===== config.mk =====
export PLATFORM = sky130hd
export DESIGN_NAME = scancode_sequencer
export DESIGN_NICKNAME = d
export VERILOG_FILES = /design/src/rtl/scancode_pkg.sv /design/src/rtl/arrow_key_decode.sv /design/src/rtl/scancode_sequencer.sv
export SDC_FILE = /design/constraint.sdc
export NUM_CORES = 1
export LEC_CHECK = 0
export BUFFER_PORTS_ARGS = -buffer_cell sky130_fd_sc_hd__buf_2
export CORE_MARGIN = 5
export CORE_UTILIZATION = 35
export DETAILED_ROUTE_END_ITERATION = 10
export PLACE_DENSITY_LB_ADDON = 0.2
export SKIP_LAST_GASP = 1
export SYNTH_ARGS = -nofsm -noshare
export SYNTH_HDL_FRONTEND = slang
export SYNTH_SLANG_ARGS = --single-unit

===== constraint.sdc =====
create_clock -name clk -period 2.1 [get_ports clk]
set_input_delay 0.42 -clock clk [delete_from_list [all_inputs] [get_ports clk]]
set_output_delay 0.42 -clock clk [all_outputs]
set_load 0.01 [all_outputs]

===== src/rtl/scancode_pkg.sv =====
// Shared constants and types for the PS/2 arrow-key scancode path.
package scancode_pkg;

    localparam int unsigned BYTE_W = 8;
    localparam int unsigned CODE_W = 16;

    localparam logic [BYTE_W-1:0] PREFIX_EXT = 8'hE0;
    localparam logic [BYTE_W-1:0] PREFIX_BRK = 8'hF0;

    localparam logic [CODE_W-1:0] KEY_LEFT  = 16'hE06B;
    localparam logic [CODE_W-1:0] KEY_DOWN  = 16'hE072;
    localparam logic [CODE_W-1:0] KEY_RIGHT = 16'hE074;
    localparam logic [CODE_W-1:0] KEY_UP    = 16'hE075;

    typedef enum logic [1:0] {
        S_IDLE,
        S_EXT,
        S_BRK,
        S_EXT_BRK
    } state_t;

    // Held-key flag set, ordered {left, down, right, up}.
    typedef struct packed {
        logic left;
        logic down;
        logic right;
        logic up;
    } arrow_t;

endpackage


===== src/rtl/arrow_key_decode.sv =====
// Maps an assembled scancode to a one-hot arrow-key hit vector.
module arrow_key_decode
    import scancode_pkg::*;
(
    input  logic [CODE_W-1:0] code,
    output arrow_t            hit_c
);

    always_comb begin
        hit_c = '0;
        case (code)
            KEY_LEFT:  hit_c.left  = 1'b1;
            KEY_DOWN:  hit_c.down  = 1'b1;
            KEY_RIGHT: hit_c.right = 1'b1;
            KEY_UP:    hit_c.up    = 1'b1;
            default:   hit_c = '0;
        endcase
    end

endmodule


===== src/rtl/scancode_sequencer.sv =====
// Strips E0/F0 prefixes from a PS/2 byte stream, emits make/break scancodes,
// tracks held arrow keys and aborts stalled prefix sequences.
module scancode_sequencer
    import scancode_pkg::*;
#(
    parameter int unsigned TIMEOUT = 1000
) (
    input  logic              clk,
    input  logic              areset,
    input  logic [BYTE_W-1:0] in_byte,
    input  logic              in_valid,
    output logic [CODE_W-1:0] code,
    output logic              code_valid,
    output logic              code_break,
    output logic              err,
    output logic              left,
    output logic              down,
    output logic              right,
    output logic              up
);

    localparam int unsigned CNT_W = (TIMEOUT > 1) ? $clog2(TIMEOUT) : 1;
    localparam logic [CNT_W-1:0] CNT_MAX = CNT_W'(TIMEOUT - 1);

    state_t            state;
    state_t            state_next;
    logic [CNT_W-1:0]  cnt;
    logic [CNT_W-1:0]  cnt_next;
    logic              emit_c;
    logic              brk_c;
    logic              ext_c;
    logic              err_c;
    logic [CODE_W-1:0] asm_code_c;
    arrow_t            hit_c;
    arrow_t            flags;
    arrow_t            flags_next;

    always_ff @(posedge clk or posedge areset) begin
        if (areset) begin
            state <= S_IDLE;
            cnt   <= '0;
        end else begin
            state <= state_next;
            cnt   <= cnt_next;
        end
    end

    // Next state, watchdog and emit decision; an accepted byte always beats expiry.
    always_comb begin
        state_next = state;
        cnt_next   = cnt;
        emit_c     = 1'b0;
        brk_c      = 1'b0;
        ext_c      = 1'b0;
        err_c      = 1'b0;
        if (in_valid) begin
            cnt_next = '0;
            case (state)
                S_IDLE: begin
                    if (in_byte == PREFIX_EXT)      state_next = S_EXT;
                    else if (in_byte == PREFIX_BRK) state_next = S_BRK;
                    else                            emit_c = 1'b1;
                end
                S_EXT: begin
                    if (in_byte == PREFIX_BRK)      state_next = S_EXT_BRK;
                    else if (in_byte != PREFIX_EXT) begin
                        emit_c     = 1'b1;
                        ext_c      = 1'b1;
                        state_next = S_IDLE;
                    end
                end
                S_BRK: begin
                    state_next = S_IDLE;
                    if (in_byte == PREFIX_EXT || in_byte == PREFIX_BRK) begin
                        err_c = 1'b1;
                    end else begin
                        emit_c = 1'b1;
                        brk_c  = 1'b1;
                    end
                end
                S_EXT_BRK: begin
                    state_next = S_IDLE;
                    if (in_byte == PREFIX_EXT || in_byte == PREFIX_BRK) begin
                        err_c = 1'b1;
                    end else begin
                        emit_c = 1'b1;
                        brk_c  = 1'b1;
                        ext_c  = 1'b1;
                    end
                end
                default: state_next = S_IDLE;
            endcase
        end else if (state != S_IDLE) begin
            if (cnt == CNT_MAX) begin
                err_c      = 1'b1;
                state_next = S_IDLE;
            end else begin
                cnt_next = cnt + CNT_W'(1);
            end
        end
        if (state_next == S_IDLE) begin
            cnt_next = '0;
        end
    end

    assign asm_code_c = {(ext_c ? PREFIX_EXT : BYTE_W'(0)), in_byte};

    arrow_key_decode u_decode (
        .code  (asm_code_c),
        .hit_c (hit_c)
    );

    always_comb begin
        flags_next = flags;
        if (emit_c) begin
            if (brk_c) flags_next = flags & ~hit_c;
            else       flags_next = flags | hit_c;
        end
    end

    always_ff @(posedge clk or posedge areset) begin
        if (areset) begin
            code       <= '0;
            code_valid <= 1'b0;
            code_break <= 1'b0;
            err        <= 1'b0;
            flags      <= '0;
        end else begin
            code_valid <= emit_c;
            err        <= err_c;
            flags      <= flags_next;
            if (emit_c) begin
                code       <= asm_code_c;
                code_break <= brk_c;
            end
        end
    end

    assign left  = flags.left;
    assign down  = flags.down;
    assign right = flags.right;
    assign up    = flags.up;

endmodule


Word-level counts from Yosys, hierarchy flattened
Index checks and enable logic that the tools add are counted.
Widths: inputs -> output; s select.
{ "totals": {"ff_bits": 35, "out_inout_bits": 23, "elab_cells": 67} }
{ "op_classes": {"addsub": 1, "eq_ne": 12, "mux": 34, "n_bitwise": 3, "reduce_logical": 7} }
{ "ops": {"columns": ["op", "n"], "rows": [
  ["$eq 16x16->1 const B", 4],
  ["$mux 10", 4],
  ["$mux 1", 18],
  ["$eq 8x8->1 const B", 2],
  ["$mux 2", 7],
  ["$add 10x1->10 const B", 1],
  ["$eq 10x10->1 const B", 1],
  ["$mux 8", 1],
  ["$ne 8x8->1 const B", 1],
  ["$pmux 2 s3", 1],
  ["$and 4x4->4", 1],
  ["$eq 2x2->1 const B", 2],
  ["$logic_not 2->1", 2],
  ["$mux 4", 1],
  ["$not 4->4", 1],
  ["$or 4x4->4", 1],
  ["$ne 3x2->1 const B", 1],
  ["$pmux 1 s3", 1],
  ["$reduce_bool 3->1", 1],
  ["$eq 2x1->1 const B", 1],
  ["$pmux 1 s2", 1],
  ["$reduce_and 2->1", 1],
  ["$reduce_bool 2->1", 1],
  ["$reduce_or 2->1", 1],
  ["$logic_or 1x1->1", 1]
]} }

Logic depth before layout (Yosys ltp)
{ "logic_depth": {"ltp_word": 11, "mapped_depth": 5} }

Cells and area by module
A second synthesis with hierarchy kept.
{ "unflattened": {"cells_unflattened": 130, "area_unflattened_um2": 1452.6} }
{ "by_module_without_submodules": {"columns": ["mod", "n_inst", "cells_each", "area_per_inst_um2"], "rows": [
  ["scancode_sequencer", 1, 119, 1353.8],
  ["arrow_key_decode", 1, 11, 98.8]
]} }

Worst setup path before layout
Ideal clock, no wire load.
{ "synth_path": {"kind": "input to register", "start": "input port in_byte[0]", "end": "register state[0]", "setup_time_ps": 64, "t_arrival_ps": 1577, "required_time_ps": 2036, "slack_ps": 458, "cell_stages": 4, "path_buffers": 0, "cell_sequence": "or4b_4 or3b_1 a211oi_2 a21o_1"} }
{ "synth_via": {"elab_chain_len": 5} }
{ "synth_lines": {"columns": ["element", "line", "text"], "rows": [
  ["start: declaration", "scancode_sequencer.sv:10", "input logic [BYTE_W-1:0] in_byte,"],
  ["$ne 8x8->1 / $eq 8x8->1 (equally long branches)", "scancode_sequencer.sv:66, scancode_sequencer.sv:61, scancode_sequencer.sv:65", null],
  ["$mux 2, on equally long branches", "scancode_sequencer.sv:66, scancode_sequencer.sv:61", null],
  ["$mux 2, on equally long branches", "scancode_sequencer.sv:65, scancode_sequencer.sv:60", null],
  ["$pmux 2 s3 (*)", "scancode_sequencer.sv:58", "case (state)"],
  ["$mux 2 (*)", "scancode_sequencer.sv:56", "if (in_valid) begin"],
  ["net state_next[0]", "scancode_sequencer.sv:26", "state_t state_next;"],
  ["end signal: assignment", "scancode_sequencer.sv:43", "state <= state_next;"],
  ["end: declaration", "scancode_sequencer.sv:25", "state_t state;"]
]} }
The timed path passes the listed nets; every way through them passes the cells marked *.
A chain may end at the register's enable or synchronous reset.

Final worst setup path
{ "layout_path": {"start": "register cnt[0]", "end": "register cnt[3]"} }
{ "layout_via": {"elab_chain_len": 7} }
{ "layout_lines": {"columns": ["element", "line", "text"], "rows": [
  ["start: declaration", "scancode_sequencer.sv:27", "logic [CNT_W-1:0] cnt;"],
  ["start signal: assignment", "scancode_sequencer.sv:44", "cnt <= cnt_next;"],
  ["parallel branches: the longest is 7 deep, another holds $add 10x1->10", null, null]
]} }
Several ways; the timed one is not identified. The select of a mux whose other input is x is not followed.

==> results.sh <==
export IMPL_rows=22
export IMPL_antenna_found_initial=0
export IMPL_p_per_area_nw_per_um2=619
export IMPL_dr_wl_met2_mm=1.16
export IMPL_hold_viol_final=0
export IMPL_final_util=0.416
export IMPL_vias_per_cell=4.73
export IMPL_cts_setup_buffers=0
export IMPL_slew_violations=0
export IMPL_met3_length_um=126
export IMPL_io_pins=34
export IMPL_antennaDiodeCount=0
export IMPL_peakVddDrop_mv=0.247
export IMPL_grt_pass1_vias=961
export IMPL_die_h_um=71.1
export IMPL_routed_wl_mm=2.64
export IMPL_place_gp_congestion=0.794
export IMPL_synth_area_top_cells="dfrtp_1 54%, nand2_1 8.6%, nor2_1 4.9%, buf_4 4.0%, xnor2_1 4.0%"
export IMPL_nets=177
export IMPL_syn_cell_area_um2=1310
export IMPL_hold_buffers=0
export IMPL_critPathRequiredTime_ns=2.23
export IMPL_fin_hold_ws_ns=0.205
export IMPL_cp_arrival_ns=1.97
export IMPL_fin_skew_ns=0.00286
export IMPL_worstSetupPathType="flop to flop"
export IMPL_yosysSeqAreaShare=0.537
export IMPL_cts_max_path_buffers=2
export IMPL_min_path_type="input pin to asynchronous set/reset pin"
export IMPL_yosys_warnings=0
export IMPL_drive_gt1_frac=0.233
export IMPL_wire_per_inst_um=12.5
export IMPL_max_freq_mhz=543
export IMPL_cp_slowest_cell="o21ai_1"
export IMPL_drtIter0Drc=30
export IMPL_die_w_um=71.1
export IMPL_port_buffers=28
export IMPL_dr_pass1_iters=4
export IMPL_top_layer_used="met4"
export IMPL_synth_top_cell_area_share=0.537
export IMPL_synthCells=136
export IMPL_grt_usage=0.110
export IMPL_clockRootBuffer="clkbuf_8"
export IMPL_fin_tns_setup_ns=0
export IMPL_rsz0062_at_grt="false"
export IMPL_hpwlAfterDp_mm=1.92
export IMPL_clk_latency_ns=0.27
export IMPL_cts_resized=0
export IMPL_crit_fanout=10
export IMPL_slowest_delay_ns=0.44
export IMPL_relSlewSlack=0.508
export IMPL_cp_end_kind="flop"
export IMPL_worst_pin_slew_ns=0.733
export IMPL_ant_nets=0
export IMPL_numCtsBuffers=3
export IMPL_p_leak_uw=0.000739
export IMPL_vias=997
export IMPL_synth_avg_cell_area_um2=9.60
export IMPL_route_detailed_drc=0
export IMPL_timing_final_crit_share=0.877
export IMPL_drt_met1_wl_mm=1.31
export IMPL_yosys_area_top_type="dfrtp_1"
export IMPL_synth_cell_types=36
export IMPL_grt_first_pass_wirelength_mm=4.45
export IMPL_min_period_ns=1.84
export IMPL_setup_viol=0
export IMPL_fp_coreArea_um2=3630
export IMPL_cp_cell_sequence="ha_1 > nor4bb_1 > a31oi_1 > o21ai_1 > nor2_1"
export IMPL_grt_overflow_total=0
export IMPL_start_kind="flop"
export IMPL_grt_max_degree=29
export IMPL_cts_tree="yes"
export IMPL_maxCapViolations=0
export IMPL_outcome="complete, no violations"
export IMPL_initial_core_util=0.359
export IMPL_clock_sinks=28
export IMPL_ys_ff_latch=28
export IMPL_area_growth_pct=15.7
export IMPL_clkSlewWorstSetupHoldPaths_ns=0.09
export IMPL_dieArea_um2=5050
export IMPL_htree_levels=1
==> where the power goes <==
part	internal, uW	switching [uW]
logic	31.8	58.7
clock network	129	154
registers	554	7.02
==> critical path: cells and delay by family (launching register included) <==
family,cells,cell delay [ns]
simple gates,2,0.46
compound gates,2,0.64
flops,1,0.38
fa+ha+maj,1,0.23
==> cells by family after synthesis <==
family,share of synthesized area
buffers and inverters,0.0681
XOR/XNOR,0.0537
other,0.00287
multiplexers,0.00767
flip-flops,0.537
AO/OA/AOI/OAI,0.0738
AND/OR/NAND/NOR,0.247
adder cells (fa/ha/maj),0.00959
==> layer usage <==
layer  vias to the layer above  global-route usage
met5                         -                   0
li1                        496                   -
met1                       474               0.148
met3                         5              0.0213
met4                         0              0.0501
met2                        22               0.170
==> cells in the final DEF, fill, tap and decap left out, types with 2 or more instances in the layout <==
master and n:
xor2_1 2, nand3_1 4, xnor2_1 6, and4_1 2, a31oi_1 3, nand4b_1 2, nand2_1 30, conb_1 5
dfrtp_1 28, clkbuf_8 3, buf_4 2, nor3_1 3, buf_2 28, a21oi_1 2, inv_1 5, nor2_1 17
o21ai_0 2
==> cells in the mapped netlist, drive strengths merged <==
| cell type | instances |
|---|---|
| nand3 | 4 |
| nor3 | 3 |
| xnor2 | 6 |
| nor4b | 1 |
| o21ai | 4 |
| a21oi | 2 |
| nand4b | 2 |
| nor4bb | 1 |
| or4b | 1 |
| a2bb2oi | 1 |
| nand4 | 1 |
| and4 | 2 |
| conb | 1 |
| clkbuf | 1 |
| nor4 | 1 |
| o211ai | 1 |
| a31oi | 3 |
| or3b | 2 |
| inv | 6 |
| ha | 1 |
| and3 | 1 |
| o21a | 1 |
| dfrtp | 28 |
| buf | 9 |
| a21o | 1 |
| a211oi | 1 |
| nor2 | 17 |
| nand2 | 30 |
| xor2 | 2 |
| mux2i | 1 |
| nand3b | 1 |
==> per-stage QoR <==
stage / std cells / total power, uW / worst slack, ns / area, um2
after CTS: 211 / 953 / 0.241 / 1510
after detailed placement: 208 / 664 / 0.250 / 1470
after floorplan: 140 / 627 / 0.458 / 1320
after global placement: 208 / 663 / 0.304 / 1470
final: 211 / 934 / 0.259 / 1510
after global routing: 211 / 989 / 0.0612 / 1510
==> layout make-up <==
type | instances | area (um2)
flip-flops and latches | 28 | 701
multi-input cells | 96 | 531
inverters | 6 | 22.5
repair buffers | 30 | 155
fillers | 381 | 2120
well taps | 48 | 60.1
clock buffers | 3 | 41.3
==> final timing paths <==
| kind | from | end | slack, ns | depth (start not counted) |
|---|---|---|---|---|
| max in group asynchronous | areset | err$_DFF_PP0_ | 1.63 | 3 |
| worst max register to register | cnt[0]$_DFFE_PP0P_ | cnt[3]$_DFFE_PP0P_ | 0.26 | 5 |
| min in group clk | in_byte[7] | code[7]$_DFFE_PP0P_ | 0.39 | 3 |
| worst min register to register | cnt[0]$_DFFE_PP0P_ | cnt[0]$_DFFE_PP0P_ | 0.46 | 1 |
| worst min-delay path | areset | cnt[7]$_DFFE_PP0P_ | 0.21 | 3 |
| worst max-delay path | cnt[0]$_DFFE_PP0P_ | cnt[3]$_DFFE_PP0P_ | 0.26 | 5 |
(Power assumes the default switching activity.)
